$ cat config.mk
export PLATFORM = sky130hd
export DESIGN_NAME = spi_lb_arb_flat
export DESIGN_NICKNAME = d
export VERILOG_FILES = /design/src/rtl/spi_lb_arb_if.sv /design/src/rtl/spi_lb_arb.sv /design/src/flat_wrapper.sv
export SDC_FILE = /design/constraint.sdc
export NUM_CORES = 1
export LEC_CHECK = 0
export ABC_AREA = 1
export CORE_UTILIZATION = 44
export CTS_CLUSTER_DIAMETER = 40
export DETAILED_ROUTE_END_ITERATION = 10
export PLACE_DENSITY = 0.82
export SYNTH_ARGS = -nofsm -noshare
export SYNTH_HDL_FRONTEND = slang
export SYNTH_SLANG_ARGS = --single-unit
export TNS_END_PERCENT = 30
$ cat constraint.sdc
create_clock -name CLK -period 2.7 [get_ports CLK]
set_input_delay 0.54 -clock CLK [delete_from_list [all_inputs] [get_ports CLK]]
set_output_delay 0.54 -clock CLK [all_outputs]
set_load 0.05 [all_outputs]
$ cat src/rtl/spi_lb_arb_if.sv
// spi_lb_arb_if: requester-side and local-bus-side signals of the SPI local-bus arbiter.
//   REQ_*  : per-requester level requests, packed command fields, ACK/ERR pulses, shared read data
//   LB_*   : level request and command to the SPI master, its read data and one-cycle ACK
//   BUSY   : arbiter not idle; GNT_ID: current or most recent grant
//   modport slave  : the arbiter
//   modport master : the environment (requesters plus SPI master)
interface spi_lb_arb_if #(
    parameter int P_NUM_REQ    = 4,
    parameter int P_ADDR_WIDTH = 15,
    parameter int P_DATA_WIDTH = 16,
    parameter int P_ID_WIDTH   = 2
);
    logic [P_NUM_REQ-1:0]              REQ_REQ;
    logic [P_NUM_REQ-1:0]              REQ_RNW;
    logic [P_NUM_REQ*P_ADDR_WIDTH-1:0] REQ_ADR;
    logic [P_NUM_REQ*P_DATA_WIDTH-1:0] REQ_WDAT;
    logic [P_NUM_REQ-1:0]              REQ_ACK;
    logic [P_NUM_REQ-1:0]              REQ_ERR;
    logic [P_DATA_WIDTH-1:0]           REQ_RDAT;
    logic                              LB_REQ;
    logic                              LB_RNW;
    logic [P_ADDR_WIDTH-1:0]           LB_ADR;
    logic [P_DATA_WIDTH-1:0]           LB_WDAT;
    logic [P_DATA_WIDTH-1:0]           LB_RDAT;
    logic                              LB_ACK;
    logic                              BUSY;
    logic [P_ID_WIDTH-1:0]             GNT_ID;

    modport slave (
        input  REQ_REQ, REQ_RNW, REQ_ADR, REQ_WDAT, LB_RDAT, LB_ACK,
        output REQ_ACK, REQ_ERR, REQ_RDAT, LB_REQ, LB_RNW, LB_ADR, LB_WDAT, BUSY, GNT_ID
    );

    modport master (
        output REQ_REQ, REQ_RNW, REQ_ADR, REQ_WDAT, LB_RDAT, LB_ACK,
        input  REQ_ACK, REQ_ERR, REQ_RDAT, LB_REQ, LB_RNW, LB_ADR, LB_WDAT, BUSY, GNT_ID
    );
endinterface

$ cat src/rtl/spi_lb_arb.sv
// spi_lb_arb: round-robin arbiter sharing one SPI local-bus master among P_NUM_REQ requesters.
//   CLK, RST : clock and asynchronous active-high reset
//   bus      : spi_lb_arb_if.slave carrying requester commands/acks and the master's local bus
// Each grant runs IDLE -> WAIT (until LB_ACK or watchdog) -> GAP -> IDLE, which keeps
// LB_REQ low for at least two cycles so the master always sees a fresh rising edge.
module spi_lb_arb #(
    parameter int P_NUM_REQ    = 4,
    parameter int P_ADDR_WIDTH = 15,
    parameter int P_DATA_WIDTH = 16,
    parameter int P_TMO_WIDTH  = 12,
    parameter int P_ID_WIDTH   = 2
) (
    input logic          CLK,
    input logic          RST,
    spi_lb_arb_if.slave  bus
);
    typedef enum logic [2:0] {
        S_IDLE = 3'b001,
        S_WAIT = 3'b010,
        S_GAP  = 3'b100
    } state_t;

    localparam logic [P_NUM_REQ-1:0]   ONE      = {{(P_NUM_REQ-1){1'b0}}, 1'b1};
    // last value before all-ones: the counter reaches all-ones on this cycle's edge
    localparam logic [P_TMO_WIDTH-1:0] TMO_LAST = ~P_TMO_WIDTH'(1);
    localparam logic [P_ID_WIDTH-1:0]  LAST_RST = P_ID_WIDTH'(P_NUM_REQ - 1);

    state_t                  state_q;
    logic [P_ID_WIDTH-1:0]   last_q;
    logic [P_ID_WIDTH-1:0]   gnt_q;
    logic [P_TMO_WIDTH-1:0]  wdt_q;
    logic                    lb_req_q;
    logic                    lb_rnw_q;
    logic [P_ADDR_WIDTH-1:0] lb_adr_q;
    logic [P_DATA_WIDTH-1:0] lb_wdat_q;
    logic [P_NUM_REQ-1:0]    ack_q;
    logic [P_NUM_REQ-1:0]    err_q;
    logic [P_DATA_WIDTH-1:0] rdat_q;
    logic                    busy_q;

    logic [P_ID_WIDTH-1:0]   win_d;
    logic [P_ID_WIDTH-1:0]   idx;
    logic [P_NUM_REQ-1:0]    gnt_oh;
    logic                    tmo;
    logic [P_ADDR_WIDTH-1:0] adr_a  [P_NUM_REQ];
    logic [P_DATA_WIDTH-1:0] wdat_a [P_NUM_REQ];

    for (genvar i = 0; i < P_NUM_REQ; i++) begin : g_unpack
        assign adr_a[i]  = bus.REQ_ADR[i*P_ADDR_WIDTH +: P_ADDR_WIDTH];
        assign wdat_a[i] = bus.REQ_WDAT[i*P_DATA_WIDTH +: P_DATA_WIDTH];
    end

    // Scan from farthest to nearest after last grant so the nearest requester wins.
    always_comb begin
        win_d = last_q;
        idx   = '0;
        for (int k = P_NUM_REQ; k >= 1; k--) begin
            idx = P_ID_WIDTH'((int'(last_q) + k) % P_NUM_REQ);
            if (bus.REQ_REQ[idx]) win_d = idx;
        end
    end

    assign gnt_oh = ONE << gnt_q;
    assign tmo    = (wdt_q == TMO_LAST);

    always_ff @(posedge CLK or posedge RST) begin
        if (RST) begin
            state_q   <= S_IDLE;
            last_q    <= LAST_RST;
            gnt_q     <= '0;
            wdt_q     <= '0;
            lb_req_q  <= 1'b0;
            lb_rnw_q  <= 1'b0;
            lb_adr_q  <= '0;
            lb_wdat_q <= '0;
            ack_q     <= '0;
            err_q     <= '0;
            rdat_q    <= '0;
            busy_q    <= 1'b0;
        end else begin
            case (state_q)
                S_IDLE: if (|bus.REQ_REQ) begin
                    gnt_q     <= win_d;
                    last_q    <= win_d;
                    lb_rnw_q  <= bus.REQ_RNW[win_d];
                    lb_adr_q  <= adr_a[win_d];
                    lb_wdat_q <= wdat_a[win_d];
                    lb_req_q  <= 1'b1;
                    wdt_q     <= '0;
                    busy_q    <= 1'b1;
                    state_q   <= S_WAIT;
                end
                S_WAIT: begin
                    wdt_q <= wdt_q + 1'b1;
                    // LB_ACK takes priority over a coincident watchdog expiry
                    if (bus.LB_ACK || tmo) begin
                        lb_req_q <= 1'b0;
                        ack_q    <= gnt_oh;
                        err_q    <= bus.LB_ACK ? '0 : gnt_oh;
                        rdat_q   <= !bus.LB_ACK ? '1 : lb_rnw_q ? bus.LB_RDAT : rdat_q;
                        state_q  <= S_GAP;
                    end
                end
                S_GAP: begin
                    ack_q   <= '0;
                    err_q   <= '0;
                    busy_q  <= 1'b0;
                    state_q <= S_IDLE;
                end
                default: begin
                    lb_req_q <= 1'b0;
                    ack_q    <= '0;
                    err_q    <= '0;
                    busy_q   <= 1'b0;
                    state_q  <= S_IDLE;
                end
            endcase
        end
    end

    assign bus.LB_REQ   = lb_req_q;
    assign bus.LB_RNW   = lb_rnw_q;
    assign bus.LB_ADR   = lb_adr_q;
    assign bus.LB_WDAT  = lb_wdat_q;
    assign bus.REQ_ACK  = ack_q;
    assign bus.REQ_ERR  = err_q;
    assign bus.REQ_RDAT = rdat_q;
    assign bus.BUSY     = busy_q;
    assign bus.GNT_ID   = gnt_q;
endmodule
$ cat src/flat_wrapper.sv
// flat-port wrapper written by rule: the top's interface ports become plain ports
module spi_lb_arb_flat 
#(
    parameter int P_NUM_REQ    = 4,
    parameter int P_ADDR_WIDTH = 15,
    parameter int P_DATA_WIDTH = 16,
    parameter int P_TMO_WIDTH  = 12,
    parameter int P_ID_WIDTH   = 2
)
  (CLK, RST, bus_REQ_REQ, bus_REQ_RNW, bus_REQ_ADR, bus_REQ_WDAT, bus_LB_RDAT, bus_LB_ACK, bus_REQ_ACK, bus_REQ_ERR, bus_REQ_RDAT, bus_LB_REQ, bus_LB_RNW, bus_LB_ADR, bus_LB_WDAT, bus_BUSY, bus_GNT_ID);
  spi_lb_arb_if #(.P_NUM_REQ(P_NUM_REQ), .P_ADDR_WIDTH(P_ADDR_WIDTH), .P_DATA_WIDTH(P_DATA_WIDTH), .P_ID_WIDTH(P_ID_WIDTH)) bus_i ();
  input logic CLK;
  input logic RST;
  input wire logic [$bits(bus_i.REQ_REQ)-1:0] bus_REQ_REQ;
  input wire logic [$bits(bus_i.REQ_RNW)-1:0] bus_REQ_RNW;
  input wire logic [$bits(bus_i.REQ_ADR)-1:0] bus_REQ_ADR;
  input wire logic [$bits(bus_i.REQ_WDAT)-1:0] bus_REQ_WDAT;
  input wire logic [$bits(bus_i.LB_RDAT)-1:0] bus_LB_RDAT;
  input wire logic [$bits(bus_i.LB_ACK)-1:0] bus_LB_ACK;
  output wire logic [$bits(bus_i.REQ_ACK)-1:0] bus_REQ_ACK;
  output wire logic [$bits(bus_i.REQ_ERR)-1:0] bus_REQ_ERR;
  output wire logic [$bits(bus_i.REQ_RDAT)-1:0] bus_REQ_RDAT;
  output wire logic [$bits(bus_i.LB_REQ)-1:0] bus_LB_REQ;
  output wire logic [$bits(bus_i.LB_RNW)-1:0] bus_LB_RNW;
  output wire logic [$bits(bus_i.LB_ADR)-1:0] bus_LB_ADR;
  output wire logic [$bits(bus_i.LB_WDAT)-1:0] bus_LB_WDAT;
  output wire logic [$bits(bus_i.BUSY)-1:0] bus_BUSY;
  output wire logic [$bits(bus_i.GNT_ID)-1:0] bus_GNT_ID;
  assign bus_i.REQ_REQ = bus_REQ_REQ;
  assign bus_i.REQ_RNW = bus_REQ_RNW;
  assign bus_i.REQ_ADR = bus_REQ_ADR;
  assign bus_i.REQ_WDAT = bus_REQ_WDAT;
  assign bus_i.LB_RDAT = bus_LB_RDAT;
  assign bus_i.LB_ACK = bus_LB_ACK;
  assign bus_REQ_ACK = bus_i.REQ_ACK;
  assign bus_REQ_ERR = bus_i.REQ_ERR;
  assign bus_REQ_RDAT = bus_i.REQ_RDAT;
  assign bus_LB_REQ = bus_i.LB_REQ;
  assign bus_LB_RNW = bus_i.LB_RNW;
  assign bus_LB_ADR = bus_i.LB_ADR;
  assign bus_LB_WDAT = bus_i.LB_WDAT;
  assign bus_BUSY = bus_i.BUSY;
  assign bus_GNT_ID = bus_i.GNT_ID;
  spi_lb_arb #(.P_NUM_REQ(P_NUM_REQ), .P_ADDR_WIDTH(P_ADDR_WIDTH), .P_DATA_WIDTH(P_DATA_WIDTH), .P_TMO_WIDTH(P_TMO_WIDTH), .P_ID_WIDTH(P_ID_WIDTH)) u_core (.CLK(CLK), .RST(RST), .bus(bus_i));
endmodule
==> flow_summary.toml <==
[outcome]
outcome = "completed"

[detailed_routing]
routedWlPerCell_um = 13.0
vias = 5332
route.detailed.drc = 0
antenna_left = 0
drt_iter0_drc = 281
drtPass1Iterations = 5
wl_mm = 14.4
avgViaCountPerCell = 4.79

[final_layout]
final.fill_count = 1009
layout-drive-gt1-share_pct = 7.64
nets = 1117
multi_input_comb_area_mm2 = 0.00235
antenna_cells = 0
final_cells = 1112
seq_area_mm2 = 0.00193
synthToLayoutAreaGrowth_pct = 47.6

[floorplanning]
start_util_pct = 45.3
die-width_um = 110
ios = 211
die_h_um = 110
coreArea_mm2 = 0.0114
row_count = 39
dieArea_mm2 = 0.0122

[power_and_ir_drop]
sw_frac_of_total_pct = 53.7
total_power_mw = 10.4
power.density_mw_per_mm2 = 1360
internal_power_mw = 4.80
clockPowerShare_pct = 11.8
vdd_drop_max_uv = 786
comb_power_share_pct = 69.3
switching_power_mw = 5.57
p_seq_share_pct = 18.9
p_leak_nw = 3.99

[global_routing]
overflow = 0
grt_usage_pct = 24.3
grt_pass1_wl_mm = 24.4
grt_max_degree = 39
grt_pass1_vias = 5161
antenna_found_initial = 0

[synth]
postSynthCellCount = 771
synth-simple-area-share_pct = 38.8
async_flop_share_pct = 100
synth_compound_area_share_pct = 5.52
syn_nets = 924
ys_types = 42
synth_top_area_cell = "dfrtp_1"
synth.ff_latch_count = 77
synthAdderAreaFrac_pct = 0.484
synth-seq-area-share_pct = 37.3
synth-edff-count = 0
synthTopCellsByArea = "dfrtp_1, nand2_1, nand3_1"
synth_top_area_share_pct = 35.8
syn_area_mm2 = 0.00517
synthFlopType = "dfrtp_1"
yosys-top-cells-count = "nand2_1, inv_1, nand3_1"
synth_top_family_by_area = "simple AND/OR/NAND/NOR gates"
synth.most_common_cell = "nand2_1"
yosys.area_share.xor_xnor_pct = 0.169
avgSynthCellArea_um2 = 6.71
yosys_warnings = 0
muxShareOfSynthArea_pct = 0.387

[clock_network]
cts.sinks = 77
max-clock-path-buffers = 2
ctsHoldBuffers = 0
cts_resized = 0
clk_latency_ns = 0.32
htree_num_levels = 3
cts_root_buf = "clkbuf_16"
cts_setup_buffers = 0
cts-buffers-inserted = 9
cts_tree = "built"
clk_pin_slew_ns = 0.06

[sta]
max_slew_margin_pct = 53.6
fin_crit_ns = 2.24
final_max_slew_viol_count = 0
clock.fmax_mhz = 446
setup_tns_ns = 0
rsz0062_at_grt = "no"
hold_viol = 0
whs_ns = 0.477
setup_viol = 0
min_period_over_period_pct = 83.0
clock_skew_ns = 0.0104
worst_pin_slew_ns = 0.694

[setup_path]
critPathBufInv = 2
crit_fanout = 33
crit_path_start_kind = "flip-flop"
crit_top_cell = "nand2_1"
crit_chain = "inv_8 > nand2_1 > nand2_1 > nand2_1 > o21ai_1 > nand2_1 > nand2_1 > nand2_1 > nand2_2 > inv_2 > nand3_1 > nand2_1 > nand2_1 > nand2_1"
max_stage_delay_ns = 0.70
crit_type = "flip-flop to flip-flop"
critPathRequiredTime_ns = 2.96
cp.arrival_ns = 2.50
endpoint_kind = "flip-flop"
path_delay_family = "simple AND/OR/NAND/NOR gates"
r2r_slack_ns = 0.46
cp_slowest_cell = "dfstp_2"

[worst_hold_path]
hp-class = "flip-flop to flip-flop"

[placement]
port_buffers = 210
dp.cells = 1096
hpwlAfterDp_mm = 10.7
place_congestion = 0.836

[flow_run]
cap_viol_max_count = 0
==> final timing paths <==
check | from | to | cells after the start
setup / recovery | u_core.last_q[0] | u_core.bus.LB_WDAT[10] | 14
hold / removal | u_core.bus.LB_REQ | u_core.bus.LB_REQ | 2
setup reg to reg | u_core.last_q[0] | u_core.bus.LB_WDAT[10] | 14
hold reg to reg | u_core.bus.LB_REQ | u_core.bus.LB_REQ | 2
max in group asynchronous | RST | u_core.bus.REQ_RDAT[2] | 3
min in group asynchronous | RST | u_core.bus.LB_ADR[4] | 2
==> metal layers <==
metal	track usage (%)	share of wire (%)	wire length [um]
met5	0	0	0
met4	9.60	2.8	398
met3	4.72	6.8	974
met2	41.6	48	6910
met1	30.1	43	6130
==> flip-flops by register name, summed over array words and instances (netlist names) <==
register,flops
u_core.last_q,2
u_core.bus.LB_ADR,15
u_core.bus.LB_RNW,1
u_core.state_q,3
u_core.bus.GNT_ID,2
u_core.bus.REQ_RDAT,16
u_core.wdt_q,12
u_core.bus.LB_REQ,1
u_core.bus.REQ_ERR,4
u_core.bus.LB_WDAT,16
u_core.bus.BUSY,1
u_core.bus.REQ_ACK,4
==> through the flow <==
step / setup WS (ns) / area (um2) / util (%)
detailed placement: 0.172 / 7320 / 64.1
finish: 0.460 / 7630 / 66.8
floorplan: 0.198 / 5170 / -
CTS: 0.478 / 7630 / 66.8
global placement: 0.217 / 7320 / 64.1
global route: 0.180 / 7630 / 66.8
==> cell families (layout without fill, tap and decap cells) <==
group,after synthesis,after routing
compound gates,49,49
fa+ha+maj,2,2
simple gates,442,442
mux,2,2
flops,77,77
xor+xnor,1,1
buf+inv,198,396
==> power by group through the flow <==
stage	logic (mW)	registers [mW]	clock network (mW)
2_1_floorplan	4.13	3.26	0
3_3_place_gp	7.10	1.97	0
3_5_place_dp	7.21	1.97	0
4_1_cts	7.22	1.96	1.25
5_1_grt	7.94	2.02	1.30
6_report	7.19	1.96	1.22
==> layout make-up <==
cell class                 instances  share of cell area, %
timing repair buffer             223                   29.6
tap                              143                   2.34
sequential                        77                   25.3
multi-input combinational        496                   30.8
clock buffer                      10                   3.13
clock inverter                     6                  0.918
inverter                         157                   7.84
==> cells in the final DEF, fill, tap and decap left out, types with 2 or more instances in the layout <==
master,synthesis,final
a21oi_1,16,16
buf_12,2,5
buf_4,7,8
clkbuf_16,0,9
clkdlybuf4s50_1,0,210
clkinv_2,0,2
clkinv_4,0,3
dfrtp_1,74,74
dfstp_2,3,3
ha_1,2,2
inv_1,149,148
inv_2,6,6
mux2i_1,2,2
nand2_1,245,245
nand2_2,6,6
nand2_4,2,2
nand3_1,122,121
nand3_2,19,20
nand4_1,2,2
nor2_1,39,39
o21ai_0,15,15
o21ai_1,3,3
o22ai_1,2,2
o31ai_1,5,5
==> tightest hold or removal path, stage by stage, from the launching register on <==
cell,delay (ns)
dfrtp_1,0.35
nand2_1,0.05
nand2_1,0.04
Power figures use the tool's default switching activity.
